### src/rtl/ctrl_pkg.sv
// ctrl_pkg: control-word layout, pipeline stage record and forward-select
// encodings shared by the decoder, ctrl_pipe and ctrl_hazard.
// No ports; the optional CTRL_PIPE_FORWARDING_EN build uses the FWD_* selects.
package ctrl_pkg;

  localparam int unsigned CTRL_W = 11;
  typedef logic [CTRL_W-1:0] ctrl_t;

  // Bit positions inside the control word
  localparam int unsigned CTRL_JUMP       = 10;
  localparam int unsigned CTRL_BRANCH     = 9;
  localparam int unsigned CTRL_MEM_READ   = 8;
  localparam int unsigned CTRL_MEM_WRITE  = 7;
  localparam int unsigned CTRL_MEM_TO_REG = 6;
  localparam int unsigned CTRL_ALU_OP_HI  = 5;
  localparam int unsigned CTRL_ALU_OP_LO  = 4;
  localparam int unsigned CTRL_EXCEPTION  = 3;
  localparam int unsigned CTRL_ALU_SRC    = 2;
  localparam int unsigned CTRL_REG_WRITE  = 1;
  localparam int unsigned CTRL_REG_DST    = 0;

  // Operand source selects
  typedef logic [1:0] fwd_sel_t;
  localparam fwd_sel_t FWD_RF  = 2'b00;
  localparam fwd_sel_t FWD_MEM = 2'b01;
  localparam fwd_sel_t FWD_WB  = 2'b10;

  typedef struct packed {
    logic       valid;
    ctrl_t      ctrl;
    logic [4:0] dest;
  } stage_t;

  localparam stage_t BUBBLE = '0;

  // A producer matches a source register only if it really writes a
  // register other than r0.
  function automatic logic dest_hit(input logic       valid,
                                    input logic       writes,
                                    input logic [4:0] dest,
                                    input logic [4:0] src);
    return valid && writes && (dest != 5'd0) && (dest == src);
  endfunction

endpackage

### src/rtl/ctrl_hazard.sv
// ctrl_hazard: purely combinational hazard, stall, flush and forward logic.
// Ports: ID operand info, EX/MEM (and WB when CTRL_PIPE_FORWARDING_EN is
// defined) stage fields, ex_redirect, reset; outputs stall, flush_id,
// exc_pulse and, with CTRL_PIPE_FORWARDING_EN, fwd_a/fwd_b.
// Priority: exception > redirect > stall; reset forces every output to 0.
module ctrl_hazard
  import ctrl_pkg::*;
(
  input  logic       reset,
  input  logic       id_valid,
  input  logic [4:0] id_rs,
  input  logic [4:0] id_rt,
  input  logic       ex_redirect,
  input  logic       ex_valid,
  input  logic       ex_mem_read,
`ifndef CTRL_PIPE_FORWARDING_EN
  input  logic       ex_reg_write,
`endif
  input  logic [4:0] ex_dest,
  input  logic       mem_valid,
  input  logic       mem_reg_write,
  input  logic       mem_exc,
  input  logic [4:0] mem_dest,
`ifdef CTRL_PIPE_FORWARDING_EN
  input  logic       wb_valid,
  input  logic       wb_reg_write,
  input  logic [4:0] wb_dest,
  output fwd_sel_t   fwd_a,
  output fwd_sel_t   fwd_b,
`endif
  output logic       stall,
  output logic       flush_id,
  output logic       exc_pulse
);

  logic exc;
  logic redirect;
  logic load_use;
  logic hazard;

  assign exc      = mem_valid && mem_exc;
  assign redirect = ex_redirect && ex_valid && !exc;

  // Load-use ignores reg_write: a load always owns its destination.
  assign load_use = id_valid && ex_valid && ex_mem_read && (ex_dest != 5'd0) &&
                    ((ex_dest == id_rs) || (ex_dest == id_rt));

`ifdef CTRL_PIPE_FORWARDING_EN
  function automatic fwd_sel_t pick(input logic [4:0] src);
    if (dest_hit(mem_valid, mem_reg_write, mem_dest, src)) return FWD_MEM;
    if (dest_hit(wb_valid, wb_reg_write, wb_dest, src))    return FWD_WB;
    return FWD_RF;
  endfunction

  assign hazard = load_use;
  assign fwd_a  = reset ? FWD_RF : pick(id_rs);
  assign fwd_b  = reset ? FWD_RF : pick(id_rt);
`else
  // WB is left out: the register file writes before it is read.
  logic raw;
  assign raw = id_valid &&
               (dest_hit(ex_valid, ex_reg_write, ex_dest, id_rs)   ||
                dest_hit(ex_valid, ex_reg_write, ex_dest, id_rt)   ||
                dest_hit(mem_valid, mem_reg_write, mem_dest, id_rs) ||
                dest_hit(mem_valid, mem_reg_write, mem_dest, id_rt));
  assign hazard = load_use || raw;
`endif

  assign exc_pulse = !reset && exc;
  assign flush_id  = !reset && (exc || redirect);
  assign stall     = !reset && hazard && !exc && !redirect;

endmodule

### src/rtl/ctrl_pipe.sv
// ctrl_pipe: ID->EX->MEM->WB control pipeline registers.
// Ports: clk, reset (sync, active high), id_ctrl/id_valid/id_rs/id_rt/id_dest
// from decode, ex_redirect from EX; outputs ex_/mem_/wb_ ctrl, valid, dest,
// stall, flush_id, exc_pulse, and fwd_a/fwd_b when CTRL_PIPE_FORWARDING_EN
// is defined (otherwise every RAW hazard on EX/MEM stalls).
module ctrl_pipe
  import ctrl_pkg::*;
(
  input  logic              clk,
  input  logic              reset,
  input  logic [CTRL_W-1:0] id_ctrl,
  input  logic              id_valid,
  input  logic [4:0]        id_rs,
  input  logic [4:0]        id_rt,
  input  logic [4:0]        id_dest,
  input  logic              ex_redirect,
  output logic [CTRL_W-1:0] ex_ctrl,
  output logic              ex_valid,
  output logic [4:0]        ex_dest,
  output logic [CTRL_W-1:0] mem_ctrl,
  output logic              mem_valid,
  output logic [4:0]        mem_dest,
  output logic [CTRL_W-1:0] wb_ctrl,
  output logic              wb_valid,
  output logic [4:0]        wb_dest,
`ifdef CTRL_PIPE_FORWARDING_EN
  output logic [1:0]        fwd_a,
  output logic [1:0]        fwd_b,
`endif
  output logic              stall,
  output logic              flush_id,
  output logic              exc_pulse
);

  stage_t ex_q, mem_q, wb_q, ex_d;

  ctrl_hazard u_hazard (
    .reset         (reset),
    .id_valid      (id_valid),
    .id_rs         (id_rs),
    .id_rt         (id_rt),
    .ex_redirect   (ex_redirect),
    .ex_valid      (ex_q.valid),
    .ex_mem_read   (ex_q.ctrl[CTRL_MEM_READ]),
`ifndef CTRL_PIPE_FORWARDING_EN
    .ex_reg_write  (ex_q.ctrl[CTRL_REG_WRITE]),
`endif
    .ex_dest       (ex_q.dest),
    .mem_valid     (mem_q.valid),
    .mem_reg_write (mem_q.ctrl[CTRL_REG_WRITE]),
    .mem_exc       (mem_q.ctrl[CTRL_EXCEPTION]),
    .mem_dest      (mem_q.dest),
`ifdef CTRL_PIPE_FORWARDING_EN
    .wb_valid      (wb_q.valid),
    .wb_reg_write  (wb_q.ctrl[CTRL_REG_WRITE]),
    .wb_dest       (wb_q.dest),
    .fwd_a         (fwd_a),
    .fwd_b         (fwd_b),
`endif
    .stall         (stall),
    .flush_id      (flush_id),
    .exc_pulse     (exc_pulse)
  );

  // flush_id covers both exception and redirect kills of the ID slot.
  always_comb begin
    ex_d = BUBBLE;
    if (id_valid && !stall && !flush_id) begin
      ex_d.valid = 1'b1;
      ex_d.ctrl  = id_ctrl;
      ex_d.dest  = id_dest;
    end
  end

  always_ff @(posedge clk) begin
    if (reset) begin
      ex_q  <= BUBBLE;
      mem_q <= BUBBLE;
      wb_q  <= BUBBLE;
    end else begin
      ex_q  <= ex_d;
      mem_q <= exc_pulse ? BUBBLE : ex_q;
      wb_q  <= exc_pulse ? BUBBLE : mem_q;
    end
  end

  assign ex_ctrl   = ex_q.ctrl;
  assign ex_valid  = ex_q.valid;
  assign ex_dest   = ex_q.dest;
  assign mem_ctrl  = mem_q.ctrl;
  assign mem_valid = mem_q.valid;
  assign mem_dest  = mem_q.dest;
  assign wb_ctrl   = wb_q.ctrl;
  assign wb_valid  = wb_q.valid;
  assign wb_dest   = wb_q.dest;

endmodule

### config.mk
export PLATFORM = sky130hd
export DESIGN_NAME = ctrl_pipe
export DESIGN_NICKNAME = d
export VERILOG_FILES = /design/src/rtl/ctrl_pkg.sv /design/src/rtl/ctrl_hazard.sv /design/src/rtl/ctrl_pipe.sv
export SDC_FILE = /design/constraint.sdc
export NUM_CORES = 1
export LEC_CHECK = 0
export CAP_MARGIN = 20
export CELL_PAD_IN_SITES_DETAIL_PLACEMENT = 0
export CELL_PAD_IN_SITES_GLOBAL_PLACEMENT = 1
export CORE_MARGIN = 2
export CORE_UTILIZATION = 29
export CTS_CLUSTER_DIAMETER = 60
export DETAILED_ROUTE_END_ITERATION = 6
export HOLD_SLACK_MARGIN = 0.03
export PLACE_DENSITY_LB_ADDON = 0.1
export SLEW_MARGIN = 20
export SYNTH_ARGS = -nofsm -noshare
export SYNTH_HDL_FRONTEND = slang
export SYNTH_HIERARCHICAL = 1
export SYNTH_SLANG_ARGS = --single-unit
### constraint.sdc
create_clock -name clk -period 2.5 [get_ports clk]
set_input_delay 0.25 -clock clk [delete_from_list [all_inputs] [get_ports clk]]
set_output_delay 0.25 -clock clk [all_outputs]
set_load 0.02 [all_outputs]
==> impl_metrics.py <==
metrics = {
    "floorplanning": {
        "core-area_mm2": 0.005574,
        "dieHeight_um": 80.57,
        "die_x_um": 80.57,
        "die_area_mm2": 0.006492,
        "io_pins": 84,
        "initial_utilization": 0.3051,
        "placementRows": 27,
    },
    "critical_path": {
        "worstSetupStartpointType": "flip-flop",
        "cp.arrival_ps": 2120,
        "path_max_fanout": 5,
        "r2r-end": "ex_dest[1]$_SDFF_PP0_",
        "rrSetupSlack_ps": 290,
        "reg2reg_from": "ex_dest[1]$_SDFF_PP0_",
        "crit_path_end_kind": "output port",
        "reg2reg_depth": 7,
        "worstSetupPathType": "flip-flop to output port",
        "crit_required_ps": 2250,
    },
    "route": {
        "drt-initial-drc-count": 41,
        "wirelength_mm": 3.759,
        "firstDrtPassIters": 4,
        "wl_per_cell_um": 12.05,
        "drc": 0,
        "via_per_inst": 4.147,
        "antenna_left": 0,
        "vias": 1294,
    },
    "place": {
        "hpwl_mm": 2.895,
        "place_inst": 304,
        "routabilityCongestion": 0.8492,
        "port_buffers": 83,
        "pre_cts_slack_ps": 172.9,
    },
    "flow_run": {
        "drv_cap": 0,
    },
    "logic_synthesis": {
        "ys_top_cells_by_area": "dfxtp_1 60%, and2_1 13%, xnor2_1 10%, and2_2 7.1%, nor4b_4 1.4%",
        "synth_common_cells": "51 x dfxtp_1, 34 x and2_1, 20 x xnor2_1, 16 x and2_2",
        "postSynthCellCount": 149,
        "ys_seq_elements": 51,
        "ys_types": 17,
        "async_reset_ff_frac": 0,
        "synth-edff-count": 0,
        "yosysSeqAreaShare": 0.6004,
        "yosysTopAreaCellShare": 0.6004,
        "syn_area_per_cell_um2": 11.41,
        "syn_nets": 179,
        "ys_warn_count": 6,
        "synth_area_mm2": 0.001700,
        "ys.flop_type": "dfxtp_1",
        "yosysTopAreaCell": "dfxtp_1",
        "synth.most_common_cell": "dfxtp_1",
    },
    "sta": {
        "fin_setup_tns_ps": 0,
        "fmax_mhz": 422.5,
        "final-setup-viol-count": 0,
        "rsz0062_at_grt": "no",
        "fin_crit_sh": 0.9466,
        "finalCriticalPeriod_ps": 2367,
        "finalHoldViolCount": 0,
        "drv_slew": 0,
        "worstMarginPinSlew_ps": 576.1,
        "relSlewSlack": 0.6150,
        "worst_slack_ps": 133.4,
        "skew_ps": 6.894,
    },
    "hold_path": {
        "hold_end": "wb_ctrl[7]$_SDFF_PP0_",
        "hold_path_depth": 1,
        "min_from": "mem_ctrl[7]$_SDFF_PP0_",
        "min_path_type": "flip-flop to flip-flop",
    },
    "power": {
        "power-per-cell-area_mw_per_mm2": 563.1,
        "power_w": 0.001539,
        "ir_drop_uv": 343.9,
        "leakagePower_nw": 1.028,
    },
    "clock_tree": {
        "clk_pin_slew_ps": 90,
        "cts-root-buf": "clkbuf_8",
        "clock-sinks": 51,
        "cts_inserted_buffers": 5,
        "tritoncts": "yes",
        "clk-insertion-delay-late_ps": 290,
        "clockBufferDepth": 2,
        "h-tree-depth": 2,
        "postCtsSetupBuffers": 0,
        "cts-hold-fix-buffers": 0,
        "cts_resized": 1,
    },
    "cells_and_area": {
        "post_layout_nonfiller_instances": 312,
        "nFillCells": 533,
        "drive_above_1_share": 0.1250,
        "seqCellArea_mm2": 0.001021,
        "syn2layout_area_growth_pct": 60.78,
        "multiInputGateArea_um2": 664.4,
        "nets": 269,
        "n_antenna_cell": 0,
    },
    "global_routing": {
        "antenna_found_initial": 0,
        "grt_pass1_wl_mm": 6.044,
        "overflow": 0,
        "grt_pass1_vias": 1312,
        "track_usage": 0.1229,
        "grt_start_max_net_pins": 35,
    },
    "status": {
        "outcome": "complete, no violations",
    },
}
-- per-layer routing --
layer | vias to the layer above | part of all wire | track usage
met5 | - | 0 | 0
met4 | 0 | 0.012 | 0.04237
met3 | 4 | 0.093 | 0.05393
met2 | 51 | 0.48 | 0.2042
met1 | 592 | 0.42 | 0.1400
li1 | 647 | - | -
-- per-stage QoR --
step           utilization  hold slack (ps)  cell area, um^2
2_1_floorplan            -            386.2             1700
3_5_place_dp        0.4721            441.5             2631
5_1_grt             0.4905            483.2             2734
4_1_cts             0.4896            463.2             2729
6_report            0.4905            458.8             2734
3_3_place_gp        0.4721            438.2             2631
-- kinds of logic (layout without fill, tap and decap cells) --
group                  Yosys count  after routing  share of synthesized area
buffers and inverters            4             95                    0.01324
XOR/XNOR                        20             20                     0.1030
flip-flops                      51             51                     0.6004
AND/OR/NAND/NOR                 68             68                     0.2568
AO/OA/AOI/OAI                    6              6                    0.02649
-- flip-flops by register name, summed over array words and instances (netlist names) --
name,flops
wb_dest,5
mem_dest,5
wb_ctrl,11
ex_valid,1
wb_valid,1
mem_valid,1
ex_ctrl,11
ex_dest,5
mem_ctrl,11
-- power by group --
group          switching [W]  internal [W]  leakage [nW]
clock               0.000261      0.000226        0.0474
combinational      0.0000809      0.000119         0.565
sequential         0.0000166      0.000836         0.416
total               0.000358       0.00118          1.03
-- worst max path at each step --
stage	from	to	slack [ps]
2_1_floorplan	ex_dest[1]$_SDFF_PP0_	ex_ctrl[0]$_SDFF_PP0_	290
3_3_place_gp	id_rs[4]	stall	220
3_5_place_dp	id_rs[0]	stall	170
4_1_cts	ex_dest[1]$_SDFF_PP0_	stall	110
5_1_grt	ex_dest[2]$_SDFF_PP0_	stall	4
6_report	ex_dest[1]$_SDFF_PP0_	stall	130
-- area by class of cell --
type                       count  area share
multi-input combinational     94      0.2430
sequential                    51      0.3735
clock inverter                 2    0.005950
tap                           72     0.03295
clock buffer                   6     0.03021
timing repair buffer          87      0.3144
-- cells in the final DEF (no fill, tap or decap) --
master           netlist  layout
o211ai_1               1       1
or4_1                  2       2
nor2_4                 0       1
o221ai_1               1       1
nand3_1                4       4
and2_1                34      34
clkinvlp_4             0       1
nor2_1                 5       4
nand3b_1               1       1
clkdlybuf4s50_1        0      82
a22oi_1                1       1
nand2_1                5       5
xnor2_1               20      20
dfxtp_1               51      51
a22o_1                 1       1
clkbuf_8               0       6
o22ai_1                2       2
and2_2                16      16
buf_4                  0       4
dlygate4sd2_1          0       1
clkinv_4               0       1
nor4b_4                1       1
-- critical path, stage by stage (launching register included) --
cell and delay (ps):
dfxtp_1 370, or4_1 560, o221ai_1 220, nor2_1 60, a22o_1 280, dlygate4sd2_1 340
Note: power is estimated with default switching activity, not from simulation.
